--- src/rtl/disp_pkg.sv ---
// rtl/disp_pkg.sv - shared types, constants and helpers for the display scan formatter
// Contents: scan FSM state enum, text line constants, nibble-to-ASCII helper.
package disp_pkg;

    typedef enum logic [2:0] {
        ST_SET,
        ST_WAIT,
        ST_CAPTURE,
        ST_EMIT,
        ST_GAP
    } state_e;

    localparam int         LINE_LEN = 16;
    localparam logic [7:0] CH_COLON = 8'h3A;
    localparam logic [7:0] CH_CR    = 8'h0D;
    localparam logic [7:0] CH_LF    = 8'h0A;

    // Uppercase hex digit for one nibble.
    function automatic logic [7:0] hex2ascii(input logic [3:0] nibble);
        if (nibble < 4'd10) begin
            return 8'h30 + {4'h0, nibble};
        end
        return 8'h37 + {4'h0, nibble};
    endfunction

endpackage

--- src/rtl/disp_scan_formatter.sv ---
// rtl/disp_scan_formatter.sv - polls display entries and serialises each valid one as "NNNNN:HHHHHHHH\r\n"
// Ports:
//   clk, resetn                  clock, synchronous active-low reset
//   display_number               entry currently queried (1..NUM_ENTRIES, 0 in reset)
//   display_valid/name/value     registered response of the data source
//   char_valid/char_data         byte stream towards the sink
//   char_ready                   sink accepts byte when char_valid && char_ready
//   frame_done                   one-cycle pulse when the last entry of a frame is finished
module disp_scan_formatter
    import disp_pkg::*;
#(
    parameter int NUM_ENTRIES  = 36,
    parameter int RESP_LATENCY = 1,
    parameter int FRAME_GAP    = 0
) (
    input  logic        clk,
    input  logic        resetn,
    output logic [5:0]  display_number,
    input  logic        display_valid,
    input  logic [39:0] display_name,
    input  logic [31:0] display_value,
    output logic        char_valid,
    output logic [7:0]  char_data,
    input  logic        char_ready,
    output logic        frame_done
);

    localparam int          CNT_W    = 16;
    localparam logic [CNT_W-1:0] LAT_LAST = CNT_W'(RESP_LATENCY - 1);
    localparam logic [CNT_W-1:0] GAP_LAST = CNT_W'(FRAME_GAP - 1);
    localparam logic [3:0]  IDX_LAST = 4'(LINE_LEN - 1);
    localparam logic [5:0]  N_LAST   = 6'(NUM_ENTRIES);

    state_e           state_q, state_d;
    logic [5:0]       n_q, n_d;
    logic [5:0]       num_q, num_d;
    logic [CNT_W-1:0] cnt_q, cnt_d;
    logic [71:0]      line_q, line_d;
    logic [3:0]       idx_q, idx_d;
    logic             valid_q, valid_d;
    logic [7:0]       data_q, data_d;
    logic             fd_q, fd_d;
    logic             advance;

    // Byte at position idx of the line held in {name[39:0], value[31:0]}.
    function automatic logic [7:0] line_char(input logic [3:0] idx, input logic [71:0] line);
        logic [71:0] name_sh;
        logic [31:0] val_sh;
        name_sh = line << {idx, 3'b000};
        val_sh  = line[31:0] << {idx - 4'd6, 2'b00};
        if (idx < 4'd5) begin
            return name_sh[71:64];
        end else if (idx == 4'd5) begin
            return CH_COLON;
        end else if (idx < 4'd14) begin
            return hex2ascii(val_sh[31:28]);
        end else if (idx == 4'd14) begin
            return CH_CR;
        end
        return CH_LF;
    endfunction

    always_comb begin
        state_d = state_q;
        n_d     = n_q;
        num_d   = num_q;
        cnt_d   = cnt_q;
        line_d  = line_q;
        idx_d   = idx_q;
        valid_d = valid_q;
        data_d  = data_q;
        fd_d    = 1'b0;
        advance = 1'b0;

        case (state_q)
            ST_SET: begin
                num_d   = n_q;
                cnt_d   = '0;
                state_d = (RESP_LATENCY > 0) ? ST_WAIT : ST_CAPTURE;
            end
            ST_WAIT: begin
                if (cnt_q == LAT_LAST) begin
                    state_d = ST_CAPTURE;
                end else begin
                    cnt_d = cnt_q + 1'b1;
                end
            end
            ST_CAPTURE: begin
                if (display_valid) begin
                    line_d  = {display_name, display_value};
                    idx_d   = 4'd0;
                    // First byte is presented on the same edge that latches the line,
                    // so an unstalled line occupies exactly LINE_LEN cycles.
                    valid_d = 1'b1;
                    data_d  = line_char(4'd0, line_d);
                    state_d = ST_EMIT;
                end else begin
                    advance = 1'b1;
                end
            end
            ST_EMIT: begin
                if (valid_q && char_ready) begin
                    if (idx_q == IDX_LAST) begin
                        valid_d = 1'b0;
                        advance = 1'b1;
                    end else begin
                        idx_d  = idx_q + 1'b1;
                        data_d = line_char(idx_d, line_q);
                    end
                end
            end
            ST_GAP: begin
                if (cnt_q == GAP_LAST) begin
                    state_d = ST_SET;
                end else begin
                    cnt_d = cnt_q + 1'b1;
                end
            end
            default: state_d = ST_SET;
        endcase

        if (advance) begin
            if (n_q < N_LAST) begin
                n_d     = n_q + 1'b1;
                state_d = ST_SET;
            end else begin
                fd_d    = 1'b1;
                n_d     = 6'd1;
                cnt_d   = '0;
                state_d = (FRAME_GAP > 0) ? ST_GAP : ST_SET;
            end
        end
    end

    always_ff @(posedge clk) begin
        if (!resetn) begin
            state_q <= ST_SET;
            n_q     <= 6'd1;
            num_q   <= 6'd0;
            cnt_q   <= '0;
            line_q  <= '0;
            idx_q   <= 4'd0;
            valid_q <= 1'b0;
            data_q  <= 8'd0;
            fd_q    <= 1'b0;
        end else begin
            state_q <= state_d;
            n_q     <= n_d;
            num_q   <= num_d;
            cnt_q   <= cnt_d;
            line_q  <= line_d;
            idx_q   <= idx_d;
            valid_q <= valid_d;
            data_q  <= data_d;
            fd_q    <= fd_d;
        end
    end

    assign display_number = num_q;
    assign char_valid     = valid_q;
    assign char_data      = data_q;
    assign frame_done     = fd_q;

endmodule
--- config.mk ---
export PLATFORM = sky130hd
export DESIGN_NAME = disp_scan_formatter
export DESIGN_NICKNAME = d
export VERILOG_FILES = /design/src/rtl/disp_pkg.sv /design/src/rtl/disp_scan_formatter.sv
export SDC_FILE = /design/constraint.sdc
export NUM_CORES = 1
export LEC_CHECK = 0
export CAP_MARGIN = 20
export CORE_MARGIN = 8
export CORE_UTILIZATION = 59
export DETAILED_ROUTE_END_ITERATION = 8
export GPL_TIMING_DRIVEN = 1
export PLACE_DENSITY_LB_ADDON = 0.05
export SYNTH_ARGS = -nofsm -noshare
export SYNTH_HDL_FRONTEND = slang
export SYNTH_SLANG_ARGS = --single-unit
--- constraint.sdc ---
create_clock -name clk -period 8.55 [get_ports clk]
set_clock_uncertainty 0.2 [all_clocks]
set_input_delay 1.71 -clock clk [delete_from_list [all_inputs] [get_ports clk]]
set_output_delay 1.71 -clock clk [all_outputs]
set_load 0.005 [all_outputs]
After elaboration in Yosys (flattened, before gate mapping) --
Cells that the tools add are included.
Storage, ports and cells: register bits after elaboration 117, input bits 76, output and inout bits 16, logic and storage cells 97
Operators by class: add/sub/neg operators 6, order comparisons 4, eq/ne operators 14, shift-type cells 2, multiplexer cells 50, bitwise logic cells 2, reduce and logical (&&, ||, !) cells 10
Operators by type and width (count):
- $mux 8 | 11
- $shl 72x7->72 | 1
- $mux 16 | 4
- $pmux 16 s3 | 1
- $shl 32x6->32 | 1
- $mux 1 | 22
- $add 16x1->16 const B | 1
- $eq 16x16->1 const B | 1
- $logic_not 16->1 | 1
- $pmux 8 s2 | 1
- $pmux 3 s5 | 1
- $add 6x4->7 const A | 2
- $mux 4 | 3
- $ne 2x2->1 const B | 6
- $reduce_and 4->1 | 3
- $mux 3 | 3
- $eq 4x4->1 const B | 2
- $lt 4x4->1 const B | 2
- $pmux 4 s2 | 1
- $add 6x1->6 const B | 1
- $eq 3x2->1 const B | 2
- $lt 6x6->1 const B | 1
- $mux 6 | 1
- $add 4x1->4 const B | 1
- 12 further kinds | 15

Depth between registers and ports, before layout --
Gate-level depths: netlist (run 1).
depth after elaboration 19, depth in mapped cells 16, depth with buffers taken out 14

Worst setup path before layout (run 1) --
OpenSTA, ideal clock, no wires.
path type flip-flop to flip-flop, start register idx_q[0], end register data_q[1] (netlist: char_data[1]), setup time 125 ps, arrival time 2907 ps, required time 8225 ps, slack 5319 ps, cell stages (with the launch flop) 14, path buffers 3, clock period less this slack 3231 ps, path through dfxtp_1 -> buf_4 -> buf_6 -> inv_1 -> ha_1 -> ha_1 -> clkbuf_1 -> and2_1 -> a22oi_2 -> nand3_1 -> ha_1 -> nor3_1 -> a2111oi_4 -> a21oi_1
On the way: longest elaborated chain between the ends 19, elaborated cells on any way between the ends 37, classes of those cells add/sub (4); order compare (3); eq/ne (4); shift (2); mux (23); reduce/logical (1)
Ends and longest elaborated chain:
- from (decl) | RTL line disp_scan_formatter.sv:39 | logic [3:0] idx_q, idx_d;
- from (signal assigned) | RTL line disp_scan_formatter.sv:152 | idx_q <= idx_d;
- $add 4x1->4 | RTL line disp_scan_formatter.sv:107 | idx_d = idx_q + 1'b1;
- $sub 4x3->4 | RTL line disp_scan_formatter.sv:50 | val_sh = line[31:0] << {idx - 4'd6, 2'b00};
- $shl 32x6->32 | RTL line disp_scan_formatter.sv:50
- $lt 4x4->1 | RTL line disp_pkg.sv:20 | if (nibble < 4'd10) begin
- $mux 1 | RTL line disp_pkg.sv:20
- $mux 1 | RTL line disp_scan_formatter.sv:55 | end else if (idx < 4'd14) begin
- $mux 1 | RTL line disp_scan_formatter.sv:53 | end else if (idx == 4'd5) begin
- $mux 1 | RTL line disp_scan_formatter.sv:51 | if (idx < 4'd5) begin
- [... 3 more ...]
- $mux 8 | RTL line disp_pkg.sv:23 | return 8'h37 + {4'h0, nibble};
- $mux 8 | RTL line disp_scan_formatter.sv:55
- $mux 8 | RTL line disp_scan_formatter.sv:53
- $mux 8 | RTL line disp_scan_formatter.sv:51
- $mux 8 | RTL line disp_scan_formatter.sv:60 | return CH_LF;
- $mux 8 | RTL line disp_scan_formatter.sv:103 | if (idx_q == IDX_LAST) begin
- $mux 8 | RTL line disp_scan_formatter.sv:102 | if (valid_q && char_ready) begin
- $pmux 8 s2 | RTL line disp_scan_formatter.sv:75 | case (state_q)
- to (signal assigned) | RTL line disp_scan_formatter.sv:154 | data_q <= data_d;
- to (decl) | RTL line disp_scan_formatter.sv:41 | logic [7:0] data_q, data_d;
Several ways; a longest one is shown, not always the timed one. The select of a mux whose other input is x is not followed. A chain may end at the register's enable or synchronous reset.

Worst setup path after layout (run 1) --
Ends and elaborated chain as after synthesis.

==> metrics.csv, run 1 <==
stage,metric,value,unit
die,Std-Cell Rows,37,
yosys,sequential element share of the synthesized area,0.383,
clocking,# hold bufs at CTS,0,
clocking,CTS Buffer Depth,2,
die,Die H,117,um
cells_and_area,"Core Util, Final",0.744,
die,initial core utilization,0.598,
flow_run,Max Cap Viol,0,
routing,Routed WL,15.6,mm
clocking,clk slew on worst S/H paths,0.06,ns
clocking,clock sink total,116,
routing,Vias/cell,5.69,
global_routing,total congestion overflow,0,
routing,DRT antenna net count,0,
sta,Max Slew Vio Count,0,
yosys,Seq cells post-synth,116,
routing,Pre-antenna DRT Iters,4,
sta,total negative slack,0,ns
yosys,"Cell Area, Synth",6060,um^2
critical_path,CP required,8.83,ns
routing,total number of vias,5221,
cells_and_area,share of cells above drive strength 1,0.113,
die,io pins,92,
clocking,post-cts resize count,0,
sta,Rel. slew slack,0.410,
routing,DRC viols,0,
yosys,Syn Area/Cell,8.70,um^2
yosys,Ys Warns,0,
yosys,Mapped Cells,697,
sta,Slew @ Worst Pin,0.885,ns
cells_and_area,Antenna Diode Count,0,
routing,DR WL/cell,17.0,um
placed_design,DP Wirelength,11.1,mm
power_and_ir_drop,worst ir drop on vdd,0.169,mV
outcome,status,"complete, no violations",
placed_design,Final GP Congestion,0.884,
sta,RSZ-0062 raised after global routing,false,
yosys,Synth cell types,66,
clocking,Root Driver,clkbuf_8,
critical_path,WP data arrival,4.25,ns
global_routing,global-route wire length before repair,26.1,mm
placed_design,port bufs,91,
global_routing,initial antenna violation count,0,
yosys,Post-synth EDFFs,0,
sta,maximum clock frequency,251,MHz
yosys,Synth top area share,0.383,
sta,Final Hold Fails,0,
yosys,main flop type after synthesis,dfxtp_1,
power_and_ir_drop,leakage power,2.60,nW
power_and_ir_drop,P per Cell Area,214,nW/um^2
die,die width,117,um
clocking,worst skew pair latency,0.55,ns
global_routing,vias in the first global route,5321,
die,die area,13800,um^2
yosys,Synth area leader,dfxtp_1,
critical_path,CP Capture Type,register,
yosys,Mapped Nets,786,
die,Core Box Area,10100,um^2
yosys,most area-consuming cells after synthesis,"dfxtp_1 38%, nand2_1 11%, a21boi_0 9.4%",
sta,Final setup viols,0,
critical_path,kind of critical path,reg -> reg,
sta,Fin Hold WS,0.262,ns
critical_path,Crit Path Max Fanout,29,
clocking,Num CTS Buffers,17,
clocking,Post-CTS Setup Bufs,0,
global_routing,largest net degree at the start of global routing,98,
global_routing,All-Layer GR Usage,0.230,
critical_path,startpoint types,register,
sta,min cycle time layout,3.98,ns
routing,starting DRC count in detailed routing,392,
cells_and_area,synthesis-to-finish area growth,24.4,%
cells_and_area,nets,858,
clocking,H-tree depth reported by CTS,4,
clocking,TritonCTS clock tree,yes,
sta,Final period util,0.465,
yosys,Post-synth ARST share,0,
min_path,Worst Hold Class,reg -> reg,
[critical path: stages (launching register included)]
cell and delay, ns:
dfxtp_1 0.30, buf_4 0.37, ha_1 0.50, nand2b_1 0.27, nand2_2 0.19, ha_1 0.45, and2_1 0.23, a22oi_2 0.28
nand3_1 0.15, ha_1 0.31, nor3_1 0.35, a2111oi_4 0.12, a21oi_1 0.17
[metal layers]
layer / vias up / part of all wire / track usage
li1: 2577 / - / -
met1: 2474 / 0.43 / 0.268
met2: 141 / 0.49 / 0.382
met3: 29 / 0.056 / 0.0710
met4: 0 / 0.023 / 0.102
met5: - / 0 / 0
[cell usage in the layout, fill, tap and decap left out, types with 4 or more instances in the layout]
cell type | synthesis | layout
nor3_1 | 8 | 8
nand2b_1 | 7 | 7
a21boi_0 | 76 | 76
nor2_1 | 31 | 31
o22ai_1 | 4 | 4
a31oi_1 | 4 | 4
o21ai_0 | 10 | 10
ha_1 | 13 | 13
mux4_2 | 19 | 19
o21a_1 | 7 | 7
clkbuf_16 | 0 | 16
nand4_1 | 8 | 8
inv_1 | 15 | 15
and3_1 | 5 | 5
clkdlybuf4s50_1 | 0 | 90
mux2_2 | 7 | 7
mux2i_1 | 20 | 20
xor2_1 | 5 | 5
buf_4 | 2 | 7
nand2_1 | 177 | 176
nor2b_1 | 16 | 16
nand3_1 | 23 | 23
a21oi_1 | 16 | 16
o211ai_1 | 6 | 6
clkbuf_8 | 0 | 5
dfxtp_1 | 116 | 116
clkinv_2 | 0 | 5
[metrics by stage]
step	total power [W]	instance area (um^2)	setup slack [ns]	instances
6_report	0.00161	7550	4.57	918
5_1_grt	0.00169	7550	4.34	918
4_1_cts	0.00162	7550	4.58	918
3_5_place_dp	0.000965	6990	4.62	886
3_3_place_gp	0.000952	6990	4.71	886
2_1_floorplan	0.000836	6060	5.32	697
[cell families (layout without fill, tap and decap cells)]
logic type / count (synthesis) / count (layout) / share of synthesized area
XOR/XNOR: 7 / 7 / 0.0113
flip-flops: 116 / 116 / 0.383
AND/OR/NAND/NOR: 302 / 302 / 0.229
multiplexers: 47 / 47 / 0.119
AO/OA/AOI/OAI: 152 / 152 / 0.188
adder cells (fa/ha/maj): 13 / 13 / 0.0268
buffers and inverters: 60 / 145 / 0.0431
[sequential cells by signal (all words and copies together), names as in the netlist]
name and cells:
char_data 8, char_valid 1, cnt_q 16, display_number 6, frame_done 1, idx_q 4, line_q 72, n_q 6
state_q 2
[final timing paths]
kind / from / to / slack [ns] / cells after the start
setup / recovery: idx_q[0] / char_data[1] / 4.57 / 12
hold / removal: line_q[47] / line_q[47] / 0.26 / 2
setup reg to reg: idx_q[0] / char_data[1] / 4.57 / 12
hold reg to reg: line_q[47] / line_q[47] / 0.26 / 2
[cell type report]
class,count,area [um^2]
multi-input cells,521,3480
fillers,777,2590
flip-flops and latches,116,2320
repair buffers,98,958
clock buffers,23,477
well taps,136,170
clock inverters,9,77.6
inverters,15,56.3
[where the power goes]
part | internal (W) | leakage [nW] | switching [W] | total (W)
sequential | 0.000591 | 0.939 | 0.0000390 | 0.000630
clock | 0.000413 | 0.270 | 0.000247 | 0.000660
combinational | 0.000147 | 1.39 | 0.000175 | 0.000323
total | 0.00115 | 2.60 | 0.000461 | 0.00161
[Yosys cell counts (5+ instances only)]
cell,instances
nand2_1,177
dfxtp_1,116
a21boi_0,76
clkbuf_1,35
nor2_1,31
nand3_1,23
mux2i_1,20
mux4_2,19
a21oi_1,16
nor2b_1,16
inv_1,15
ha_1,13
o21ai_0,10
nand4_1,8
nor3_1,8
mux2_2,7
nand2b_1,7
o21a_1,7
o211ai_1,6
and3_1,5
buf_2,5
xor2_1,5
Note: power is estimated with default switching activity, not from simulation.
==> run 2: changes to the inputs <==
--- a/config.mk
+++ b/config.mk
@@ -7,7 +7,7 @@
 export LEC_CHECK = 0
 export CAP_MARGIN = 20
 export CORE_MARGIN = 8
-export CORE_UTILIZATION = 59
+export CORE_UTILIZATION = 55
 export DETAILED_ROUTE_END_ITERATION = 8
 export GPL_TIMING_DRIVEN = 1
 export PLACE_DENSITY_LB_ADDON = 0.05
==> constraint.sdc (replaced) <==
create_clock -name clk -period 3.67 [get_ports clk]
set_clock_uncertainty 0.2 [all_clocks]
set_input_delay 0.734 -clock clk [delete_from_list [all_inputs] [get_ports clk]]
set_output_delay 0.734 -clock clk [all_outputs]
set_load 0.005 [all_outputs]
==> run 2 against run 1 <==
Effect of this change: critical path depth down 1; flip-flop and latch count unchanged; via count up 0.42%; count of clock-buffer cells in the layout unchanged; sequential share of layout area down 0.63 points; combinational power up 140%; final cell count up 1.1%; global-route usage down 0.67 points; core utilization down 3.1 points; sequential power up 130%; largest power group unchanged; design area up 2.1%.
==> metrics.csv, run 2 (synthesis gave the netlist of run 1 again) <==
stage,metric,value,unit
clocking,worst skew pair latency,0.52,ns
outcome,status,"complete, no violations",
routing,DR WL/cell,16.9,um
power_and_ir_drop,P per Cell Area,525,nW/um^2
clocking,H-tree depth reported by CTS,4,
cells_and_area,most frequent cells in the layout,"176 x nand2_1, 116 x dfxtp_1, 90 x clkdlybuf4s50_1, 76 x a21boi_0, 31 x nor2_1",
routing,starting DRC count in detailed routing,327,
clocking,TritonCTS clock tree,yes,
global_routing,largest net degree at the start of global routing,74,
routing,Vias/cell,5.65,
sta,Final setup viols,0,
sta,RSZ-0062 raised after global routing,false,
placed_design,Final GP Congestion,0.896,
global_routing,global-route wire length before repair,26.1,mm
clocking,Num CTS Buffers,17,
die,initial core utilization,0.562,
clocking,Post-CTS Setup Bufs,0,
cells_and_area,"Core Util, Final",0.714,
cells_and_area,Sequential cell area,2320,um^2
power_and_ir_drop,combinational fraction of design power,0.190,
clocking,# hold bufs at CTS,0,
critical_path,WP data arrival,3.71,ns
sta,min cycle time layout,3.46,ns
min_path,Worst Hold Class,reg -> reg,
die,die area,14600,um^2
routing,Pre-antenna DRT Iters,4,
placed_design,DP Wirelength,11.3,mm
flow_run,Max Cap Viol,0,
die,die width,121,um
die,io pins,92,
clocking,post-cts resize count,0,
sta,maximum clock frequency,289,MHz
cells_and_area,max reg flops,72,
cells_and_area,fillcell total,879,
global_routing,total congestion overflow,0,
sta,Slew @ Worst Pin,0.883,ns
die,Core Box Area,10800,um^2
critical_path,kind of critical path,reg -> reg,
placed_design,port bufs,91,
routing,DRC viols,0,
clocking,clock sink total,116,
placed_design,placed cell count,896,
sta,Rel. slew slack,0.402,
global_routing,All-Layer GR Usage,0.224,
routing,Routed WL,15.7,mm
power_and_ir_drop,leakage power,2.69,nW
cells_and_area,synthesis-to-finish area growth,27.0,%
clocking,Root Driver,clkbuf_8,
power_and_ir_drop,worst ir drop on vdd,0.523,mV
sta,Final Hold Fails,0,
clocking,clk slew on worst S/H paths,0.06,ns
global_routing,vias in the first global route,5370,
cells_and_area,multi-input combinational cell area,3480,um^2
power_and_ir_drop,Sw Share,0.266,
sta,Max Slew Vio Count,0,
die,Std-Cell Rows,38,
cells_and_area,Largest Register,line_q,
die,Die H,121,um
sta,total negative slack,0,ns
power_and_ir_drop,Switch Pwr,0.00108,W
power_and_ir_drop,sequential share of power,0.364,
critical_path,CP required,3.92,ns
critical_path,Crit Path Max Fanout,8,
critical_path,startpoint types,register,
power_and_ir_drop,Tot Pwr,0.00405,W
power_and_ir_drop,clock share of power,0.446,
power_and_ir_drop,Int Power,0.00297,W
critical_path,CP Capture Type,register,
clocking,CTS Buffer Depth,2,
routing,total number of vias,5243,
cells_and_area,share of cells above drive strength 1,0.119,
cells_and_area,Non-Filler Instances,928,
cells_and_area,"leading cell type in the layout, fill and taps excluded",nand2_1,
cells_and_area,Antenna Diode Count,0,
cells_and_area,nets,864,
routing,DRT antenna net count,0,
global_routing,initial antenna violation count,0,
sta,Final period util,0.942,
-- run 2: changes by cell type in the layout (fill, tap and decap cells not counted), sizes merged --
cell      before  now
clkinv         5    3
buf            8   14
clkinvlp       3    1
bufinv         1    5
-- run 2: final cells by class --
class / instances / area share
well taps: 140 / 0.0227
clock buffers: 23 / 0.0619
clock inverters: 9 / 0.0224
multi-input cells: 521 / 0.452
inverters: 15 / 0.00731
repair buffers: 104 / 0.132
flip-flops and latches: 116 / 0.301
-- run 2: power groups by stage --
stage | Combinational (W) | Sequential [W] | Clock (W)
2_1_floorplan | 0.000485 | 0.00146 | 0
3_3_place_gp | 0.000744 | 0.00149 | 0
3_5_place_dp | 0.000768 | 0.00150 | 0
4_1_cts | 0.000776 | 0.00147 | 0.00183
5_1_grt | 0.000849 | 0.00149 | 0.00189
6_report | 0.000768 | 0.00147 | 0.00181
-- run 2: path summary, 6_finish.rpt --
path	from	endpoint	slack [ns]	depth (start not counted)
min	line_q[55]	line_q[55]	0.26	2
min reg2reg	line_q[55]	line_q[55]	0.26	2
max	idx_q[1]	char_data[1]	0.21	11
max reg2reg	idx_q[1]	char_data[1]	0.21	11
-- run 2: routing by layer --
layer | global-route usage | up-vias | share of wire
met5 | 0 | - | 0
li1 | - | 2595 | -
met1 | 0.262 | 2478 | 0.44
met3 | 0.0619 | 23 | 0.047
met4 | 0.0890 | 0 | 0.017
met2 | 0.379 | 147 | 0.50
-- run 2: critical path, stage by stage, from the launching register on --
cell       delay [ns]
dfxtp_1          0.45
ha_1             0.25
nand2b_1         0.22
nand2_2          0.20
ha_1             0.46
and2_1           0.23
a22oi_2          0.29
nand3_1          0.14
ha_1             0.30
nor3_1           0.34
a2111oi_4        0.12
a21oi_1          0.17
-- run 2: stage by stage --
stage	hold slack (ns)	cell area, um^2	setup slack, ns
detailed placement	0.259	7050	0.223
finish	0.265	7700	0.213
CTS	0.267	7700	0.221
global route	0.290	7700	0.0132
global placement	0.248	7050	0.367
floorplan	0.240	6060	0.439
==> run 3: changes to the inputs <==
--- a/config.mk
+++ b/config.mk
@@ -9,6 +9,7 @@
 export CORE_MARGIN = 8
 export CORE_UTILIZATION = 55
 export DETAILED_ROUTE_END_ITERATION = 8
+export GPL_ROUTABILITY_DRIVEN = 0
 export GPL_TIMING_DRIVEN = 1
 export PLACE_DENSITY_LB_ADDON = 0.05
 export SYNTH_ARGS = -nofsm -noshare
==> run 3 against run 2 <==
Effect of this change: count of clock-buffer cells in the layout decreased by 2; via count rose by 1.1%; worst setup slack got worse by 0.017 ns; clock power is 6% lower; critical path type unchanged.
==> metrics.csv, run 3 (synthesis gave the netlist of run 1 again) <==
stage,metric,value,unit
routing,starting DRC count in detailed routing,349,
critical_path,critical-path cell list,ha_1 -> nand2b_1 -> nand2_2 -> ha_1 -> and2_1 -> a22oi_2 -> nand3_1 -> ha_1 -> nor3_2 -> a2111oi_4 -> a21oi_1,
power_and_ir_drop,clock share of power,0.432,
cells_and_area,Antenna Diode Count,0,
global_routing,initial antenna violation count,0,
critical_path,WP data arrival,3.68,ns
routing,total number of vias,5303,
critical_path,kind of critical path,reg -> reg,
clocking,Num CTS Buffers,17,
die,initial core utilization,0.562,
power_and_ir_drop,P per Cell Area,515,nW/um^2
clocking,TritonCTS clock tree,yes,
cells_and_area,most frequent cells in the layout,"176 x nand2_1, 116 x dfxtp_1, 90 x clkdlybuf4s50_1, 76 x a21boi_0, 31 x nor2_1",
outcome,status,"complete, no violations",
clocking,Root Driver,clkbuf_8,
routing,DRC viols,0,
critical_path,startpoint types,register,
critical_path,Crit Path Max Fanout,8,
critical_path,Crit path largest cell delay,0.47,ns
sta,maximum clock frequency,288,MHz
sta,Final setup viols,0,
critical_path,"slowest stage cell, crit path",dfxtp_1,
global_routing,largest net degree at the start of global routing,74,
cells_and_area,Largest Register,line_q,
power_and_ir_drop,Tot Pwr,0.00394,W
routing,Routed WL,15.9,mm
power_and_ir_drop,worst ir drop on vdd,0.502,mV
global_routing,global-route wire length before repair,26.2,mm
power_and_ir_drop,combinational fraction of design power,0.193,
power_and_ir_drop,sequential share of power,0.375,
clocking,clk slew on worst S/H paths,0.06,ns
routing,Pre-antenna DRT Iters,5,
clocking,H-tree depth reported by CTS,4,
sta,min cycle time layout,3.47,ns
die,Std-Cell Rows,38,
sta,total negative slack,0,ns
global_routing,total congestion overflow,0,
min_path,Worst Hold Class,reg -> reg,
sta,Final Hold Fails,0,
die,die width,121,um
die,io pins,92,
power_and_ir_drop,Sw Share,0.276,
global_routing,vias in the first global route,5337,
clocking,worst skew pair latency,0.52,ns
sta,Max Slew Vio Count,0,
cells_and_area,nets,863,
routing,DRT antenna net count,0,
routing,DR WL/cell,17.2,um
placed_design,port bufs,91,
sta,Rel. slew slack,0.373,
power_and_ir_drop,leakage power,2.65,nW
flow_run,Max Cap Viol,0,
cells_and_area,"leading cell type in the layout, fill and taps excluded",nand2_1,
sta,RSZ-0062 raised after global routing,false,
clocking,CTS Buffer Depth,2,
critical_path,CP required,3.87,ns
critical_path,"Top cell by count, worst path",ha_1,
die,die area,14600,um^2
critical_path,CP Capture Type,register,
die,Core Box Area,10800,um^2
power_and_ir_drop,Int Power,0.00285,W
cells_and_area,synthesis-to-finish area growth,26.0,%
die,Die H,121,um
global_routing,All-Layer GR Usage,0.224,
sta,Slew @ Worst Pin,0.926,ns
routing,Vias/cell,5.73,
clocking,clock sink total,116,
sta,Final period util,0.947,
cells_and_area,share of cells above drive strength 1,0.118,
cells_and_area,max reg flops,72,
power_and_ir_drop,Switch Pwr,0.00109,W
placed_design,DP Wirelength,11.3,mm
[run 3: final timing paths]
path / start / end / slack [ns] / cells past startpoint
worst max-delay path: idx_q[1] / char_data[1] / 0.20 / 11
worst min-delay path: line_q[65] / line_q[65] / 0.26 / 2
worst max register to register: idx_q[1] / char_data[1] / 0.20 / 11
worst min register to register: line_q[65] / line_q[65] / 0.26 / 2
[run 3: worst max-delay path, delay by kind of cell (launching register included)]
family,cells,cell delay [ns]
AOI/OAI and AO/OA,3,0.78
DFF,1,0.47
and+or+nand+nor,5,0.87
adders and majority gates,3,1.04
[run 3: layer usage]
metal | vias up | GRT usage | share of wire
met3 | 43 | 0.0610 | 0.051
met4 | 0 | 0.0945 | 0.026
met1 | 2517 | 0.265 | 0.43
li1 | 2583 | - | -
met2 | 160 | 0.373 | 0.49
met5 | - | 0 | 0
[run 3: repair_timing]
action                                  CTS  global route
endpoints found under the setup margin    0             1
gates resized for setup                   0             1
buffers inserted                          0             0
hold buffers                              0             0
[run 3: stage by stage]
stage / util / cell area [um^2] / std cells / hold slack (ns) / worst slack [ns]
after floorplan: - / 6060 / 697 / 0.240 / 0.439
after global placement: 0.652 / 7030 / 895 / 0.248 / 0.411
after detailed placement: 0.652 / 7030 / 895 / 0.257 / 0.247
after CTS: 0.708 / 7640 / 926 / 0.264 / 0.174
after global routing: 0.708 / 7640 / 926 / 0.292 / 0.0246
final: 0.708 / 7640 / 926 / 0.261 / 0.196
[run 3: cell type report]
cell class              count  area (um^2)
inverters                  15         56.3
flip-flops and latches    116         2320
repair buffers            103          996
clock inverters            10          155
multi-input cells         521         3490
well taps                 140          175
fillers                   837         3150
clock buffers              21          449
[run 3: power groups by stage]
stage / clock network, W / logic [W] / registers [W]
2_1_floorplan: 0 / 0.000485 / 0.00146
3_3_place_gp: 0 / 0.000735 / 0.00149
3_5_place_dp: 0 / 0.000757 / 0.00150
4_1_cts: 0.00172 / 0.000763 / 0.00147
5_1_grt: 0.00178 / 0.000844 / 0.00149
6_report: 0.00170 / 0.000760 / 0.00148
